**config.mk**
```make
export PLATFORM = sky130hd
export DESIGN_NAME = instr_fetch
export DESIGN_NICKNAME = d
export VERILOG_FILES = /design/src/rtl/instr_fetch.sv
export SDC_FILE = /design/constraint.sdc
export NUM_CORES = 1
export LEC_CHECK = 0
export ABC_CLOCK_PERIOD_IN_PS = 3600
export CORE_AREA = 2 2 92 182
export DETAILED_ROUTE_END_ITERATION = 7
export DIE_AREA = 0 0 94 184
export SLEW_MARGIN = 20
export SYNTH_ARGS = -nofsm -noshare
export SYNTH_HDL_FRONTEND = slang
export SYNTH_SLANG_ARGS = --single-unit
```
**constraint.sdc**
```tcl
create_clock -name clk -period 3.6 [get_ports clk]
set_input_delay 0.54 -clock clk [delete_from_list [all_inputs] [get_ports clk]]
set_output_delay 0.54 -clock clk [all_outputs]
set_load 0.05 [all_outputs]
```
**src/rtl/instr_fetch.sv**
```systemverilog
// Instruction fetch unit: FETCH/HOLD/HALT sequencer with branch, jump and JR redirect.
// Optional macro IFETCH_ALIGN_CHECK_EN halts on a misaligned next PC instead of masking it.
module instr_fetch #(
    parameter logic [31:0] RESET_PC = 32'h00400000
) (
    input  logic        clk,
    input  logic        reset,
    output logic        imem_req,
    output logic [31:0] imem_addr,
    input  logic        imem_ack,
    input  logic [31:0] imem_rdata,
    output logic [31:0] instr,
    output logic        instr_valid,
    input  logic        instr_ready,
    output logic [31:0] pc,
    output logic [31:0] pcplus4,
    input  logic        dobranch,
    input  logic        dojump,
    input  logic        dojumpreg,
    input  logic [31:0] jr_target,
    output logic        fetch_err
);

    localparam logic [1:0] S_FETCH = 2'b00;
    localparam logic [1:0] S_HOLD  = 2'b01;
    localparam logic [1:0] S_HALT  = 2'b10;

    logic [1:0]  state;
    logic [31:0] pc_q;
    logic [31:0] instr_q;
    logic [31:0] branch_off;
    logic [31:0] jump_target;
    logic [31:0] target;
    logic [31:0] next_pc;
    logic        retire;
    logic        misaligned;

    // pc_q is both the outstanding fetch address and the address of the held instruction
    assign imem_addr   = pc_q;
    assign pc          = pc_q;
    assign pcplus4     = pc_q + 32'd4;
    assign instr       = instr_q;
    assign imem_req    = (state == S_FETCH);
    assign instr_valid = (state == S_HOLD);
    assign retire      = (state == S_HOLD) && instr_ready;

    assign branch_off  = {{14{instr_q[15]}}, instr_q[15:0], 2'b00};
    assign jump_target = {pcplus4[31:28], instr_q[25:0], 2'b00};

    always_comb begin
        target = pcplus4;
        if (dojumpreg) begin
            target = jr_target;
        end else if (dojump) begin
            target = jump_target;
        end else if (dobranch) begin
            target = pcplus4 + branch_off;
        end
    end

`ifdef IFETCH_ALIGN_CHECK_EN
    logic err_q;

    assign misaligned = |target[1:0];
    assign next_pc    = target;
    assign fetch_err  = err_q;

    // The error flag is sticky until reset, matching the HALT state it accompanies
    always_ff @(posedge clk) begin
        if (reset) begin
            err_q <= 1'b0;
        end else if (retire && misaligned) begin
            err_q <= 1'b1;
        end
    end
`else
    assign misaligned = 1'b0;
    assign next_pc    = target & 32'hFFFF_FFFC;
    assign fetch_err  = 1'b0;
`endif

    always_ff @(posedge clk) begin
        if (reset) begin
            state   <= S_FETCH;
            pc_q    <= RESET_PC;
            instr_q <= 32'h0;
        end else begin
            case (state)
                S_FETCH: begin
                    if (imem_ack) begin
                        instr_q <= imem_rdata;
                        state   <= S_HOLD;
                    end
                end
                S_HOLD: begin
                    if (retire) begin
                        if (misaligned) begin
                            state <= S_HALT;
                        end else begin
                            pc_q  <= next_pc;
                            state <= S_FETCH;
                        end
                    end
                end
                S_HALT: begin
                    state <= S_HALT;
                end
                default: begin
                    state <= S_FETCH;
                end
            endcase
        end
    end

endmodule

```
# --- After elaboration in Yosys (flattened, before gate mapping) ---
# Index checks and enable logic that the tools add are counted.
classes:
  n_addsub: 2
  eq_ne: 4
  n_mux: 6
  n_reduce_logical: 5
ops:
  columns: ["operator", "n"]
  rows:
  - ["32-bit 2-to-1 mux", 3]
  - ["32-bit by 3-bit adder with 32-bit output, second input constant", 1]
  - ["32-bit adder", 1]
  - ["2-bit case mux with 3 select lines", 1]
  - ["2-bit AND reduction", 3]
  - ["2-bit 2-to-1 mux", 2]
  - ["2-bit by 1-bit inequality test with 1-bit output, second input constant", 2]
  - ["2-bit by 1-bit == test with 1-bit output, second input constant", 1]
  - ["2-bit == test, second input constant", 1]
  - ["2-bit logical NOT", 1]
  - ["1-bit logical AND", 1]
totals:
  regBits: 64
  in_bits: 71
  out_inout_bits: 131
  elab_cells: 20

# --- Depth between registers and ports, before layout ---
logic_depth:
  word_depth: 5
  mapped_depth: 17
  depth_no_buf: 16

# --- Worst setup path before layout ---
# No wires, ideal clock.
synth_timing:
  kind: "register -> register"
  from: "register pc_q[2] (netlist: imem_addr[2])"
  to: "register pc_q[28] (netlist: imem_addr[28])"
  setup_ns: 0.118
  arrival_ns: 4.309
  required_ns: 3.482
  path_slack_ns: -0.827
  stages_incl_launch_ff: 16
  cell_sequence: "dfxtp_1 ha_1 nand4_1 nor2_1 nand2_1 xnor2_1 ha_1 nand4_1 or2_2 o31a_1 a31oi_1 a21oi_2 nor4_1 o31a_1 o21ai_1 a32o_1"
synth_between:
  elab_chain_len: 5
synth_lines:
  columns: ["element", "line_no", "rtl"]
  rows:
  - ["start, declared", "29", "logic [31:0] pc_q;"]
  - ["start signal, assigned", "100", "pc_q <= next_pc;"]
  - ["32-bit by 3-bit adder with 32-bit output", "41", "assign pcplus4 = pc_q + 32'd4;"]
  - ["net pcplus4[12]", "16", "output logic [31:0] pcplus4,"]
  - ["32-bit adder", "57", "target = pcplus4 + branch_off;"]
  - ["32-bit 2-to-1 mux", "56", "end else if (dobranch) begin"]
  - ["32-bit 2-to-1 mux", "54", "end else if (dojump) begin"]
  - ["32-bit 2-to-1 mux", "52", "if (dojumpreg) begin"]
# The timed path passes the listed nets, and every way through them passes these cells.
# A chain may end at the register's enable or synchronous reset.

# --- Worst setup path in the final report ---
layout_timing:
  from: "register pc_q[2] (netlist: imem_addr[2])"
  to: "output pcplus4[24]"
layout_between:
  elab_chain_len: 1
layout_lines:
  columns: ["element", "line_no"]
  rows:
  - ["32-bit by 3-bit adder with 32-bit output", "41"]
  - ["end, declared", "16"]
# Every way passes these cells.

==> summary.md <==
| Metric | Value |
|---|---|
| Max-slew headroom | 27.49% |
| Clock latency on the worst-skew pair | 0.34 ns |
| Status | finished, final reports clean |
| CTS Sinks | 64 |
| Via density | 5.457 |
| Worst Setup SP | imem_addr[2] |
| CP endpoint | pcplus4[24] |
| Clock slew at reported path FFs | 0.06 ns |
| Kind of critical path | reg -> out |
| Pre-CTS setup slack | -0.1385 ns |
| H-tree levels | 3 |
| First drt pass iteration count | 5 |
| Most common cell after layout, fill and taps aside | clkdlybuf4s50_1 |
| Layout cells sized above 1 | 23.31% |
| WL final | 22670 µm |
| Slack of the critical path | 0.1374 ns |
| Number of synthesized register bits | 64 |
| Top cell type by total area after synthesis | dfxtp_1 |
| Die width | 94 µm |
| Crit-path max FO | 5 |
| Crit share post-route | 96.18% |
| Sequential Area | 0.001334 mm² |
| Flop pwr share | 27.8% |
| Remaining DRCs | 0 |
| Placed cell count | 1172 |
| DR WL/cell | 19.02 µm |
| Via count | between 6000 and 7000 |
| Fill cell count | 1468 |
| First-pass GRT wire length | ~35000 µm |
| Clock Power Share | 36.8% |
| HPWL Detailed | roughly 17000 µm |
| R2R Path Start | imem_addr[2] |
| Asr flop ratio synth | 0% |
| VDD IR max | 0.0002687 V |
| Total congestion overflow | 0 |
| Crit path launch type | register |
| Vias in the first global route | about 6500 |
| Post-synth EDFFs | 0 |
| Seq/Total Area, Yosys | 23.52% |
| # port buffers | around 190 |
| Root Buffer Master | clkbuf_16 |
| Worst EP required | approximately 3 ns |
| Die height | between 150 and 200 µm |
| Longest Clk Path Bufs | 2 |
| CTS tree | yes |
| Cell area after synthesis | approximately 0.0054 mm² |
| Yosys warns | 0 |
| Final hold violations | 0 |
| Tmin final | ~3.5 ns |
| HP Class | reg -> reg |
| Commonest non-fill, non-tap cells in the layout | 185 x clkdlybuf4s50_1, 123 x nand2_1, 101 x buf_4, 75 x a21oi_1, 51 x nor2_1 |
| Reg2reg end | imem_addr[28] |
| PwrDens | 320.5 mW/mm² |
| Fin. max-slew vios | 0 |
| Max Fclk | 0.2888 GHz |
| Share of the synthesized area in the top cell type | 23.52% |
| Core area | 0.01586 mm² |
| Top FF cell, synth | dfxtp_1 |
| R2R depth | 17 |
| Gr usage total | 25.79% |
| Worst slew pin tran | 1.085 ns |
| Starting Density | between 30 and 40% |
| Synth unique cells | 64 |
| Met3 WL | 877 µm |
| Initial antenna violation count | 0 |
| M1 WL | 8280 µm |
| TritonCTS Buffers | 9 |
| Switching power | 1045 µW |
| WL met2 | 12360 µm |
| Top Layer Used | met4 |
| Layout area overhead | 65.62% |
| Fin cells | 1192 |
| Flop-to-flop setup slack | 0.15 ns |
| Worst Skew | 0.009605 ns |
| Antenna fix cells | 0 |
| I/O Pins | 202 |
| Sw Share | 36.13% |
| Power Internal | 1847 µW |
| Max-cap viol count | 0 |
| Final Cell Area | 0.009022 mm² |
| WP data arrival | 2.92 ns |
| Row count | 65 |
| Worst Setup End Kind | output pin |
| Comb pwr share | 35.4% |
| Top post-synthesis cells by area | dfxtp_1 24%, nand2_1 8.8%, ha_1 8.3% |
| Final net count | 1094 |
| Initial DRC count | 234 |
| Full die area | 0.01730 mm² |
| Post-CTS Hold Buffers | 0 |
| TNS Setup | 0 ns |
| Syn_area_per_cell | 7.216 µm² |
| P_leak | 0.003642 µW |
| RePlAce Congestion | roughly 0.92 |
| Placed Area | around 0.0083 mm² |
| Setup violators final | 0 |
| Largest net degree at the start of global routing | 51 |
| Multi-input gate area | 0.004367 mm² |
| Post-Synthesis Cells | 755 |
| Antenna viol nets, final | 0 |
[through the flow]
step / total power [µW] / hold slack, ns / utilization [%]
after floorplan: 1436 / 0.4141 / -
after global routing: 3000 / 0.4617 / 56.89
final: 2892 / 0.4466 / 56.89
after CTS: 2873 / 0.4439 / 54.69
after detailed placement: 1802 / 0.4377 / 52.28
after global placement: 1794 / 0.4248 / 52.28
[worst min path at each step]
stage | startpoint | end | slack (ns) | cells past startpoint
finish | state[0] | state[1] | 0.45 | 1
global route | state[0] | state[1] | 0.46 | 1
CTS | state[0] | state[1] | 0.44 | 1
detailed placement | state[0] | state[1] | 0.44 | 1
global placement | state[0] | state[1] | 0.42 | 1
floorplan | state[0] | state[1] | 0.41 | 1
[Yosys cell counts (all sizes together), types with 13 or more instances]
master  instances
clkbuf         32
nand2         129
nor2           59
xor2           18
inv            13
dfxtp          64
o21ai          42
buf            44
xnor2          30
nor3           19
nand4          14
a21o           13
a211oi         27
ha             36
nand3          26
a21oi          86
[power groups by stage]
stage                     Combinational [µW]  Clock [µW]  Sequential, µW
after floorplan                          489           0             947
after global placement                   979           0             815
after detailed placement                 984           0             817
after CTS                                991        1080             802
after global routing                    1080        1110             811
final                                   1020        1060             805
[metal layers]
metal	GRT usage, %	up-vias
met3	3.608	62
met1	27.22	3089
met2	48.40	226
li1	-	3128
met5	0	-
met4	12.87	0
[registers in the layout, summed over array words and instances (netlist names)]
name,cells
instr,32
state,2
imem_addr,30
[logic make-up (layout without fill, tap and decap cells)]
kind of cell | count (synthesis) | count (layout) | synth area share [%]
flops | 64 | 64 | 23.52
mux | 6 | 6 | 1.102
buf+inv | 89 | 319 | 8.728
simple gates | 291 | 291 | 24.81
fa+ha+maj | 37 | 37 | 8.636
compound gates | 219 | 219 | 25.08
xor+xnor | 48 | 48 | 8.062
other cells | 1 | 7 | 0.06884
[worst max-delay path, stage by stage, from the launching register on]
cell             delay, ns
dfxtp_4               0.34
ha_1                  0.19
nand4_1               0.18
nor2_2                0.21
buf_12                0.13
buf_4                 0.17
nand2_2               0.15
nor2_4                0.16
xnor2_4               0.13
buf_4                 0.13
clkdlybuf4s50_1       0.78
[what timing repair did]
action                                  in CTS  in global routing
pin swaps                                    0                 19
resized for setup                            6                 64
endpoints found under the setup margin       3                 21
cloned                                       0                  0
setup buffers                                0                  4
[final cells by class]
class                           instances  area share (%)
Multi-Input combinational cell        608           48.40
Timing Repair Buffer                  290           29.57
Tap cell                              201           2.787
Clock inverter                          6           1.276
Clock buffer                           10           2.649
Sequential cell                        64           14.78
Inverter                               13          0.5408
No activity file was read; power rests on OpenSTA's default activity.
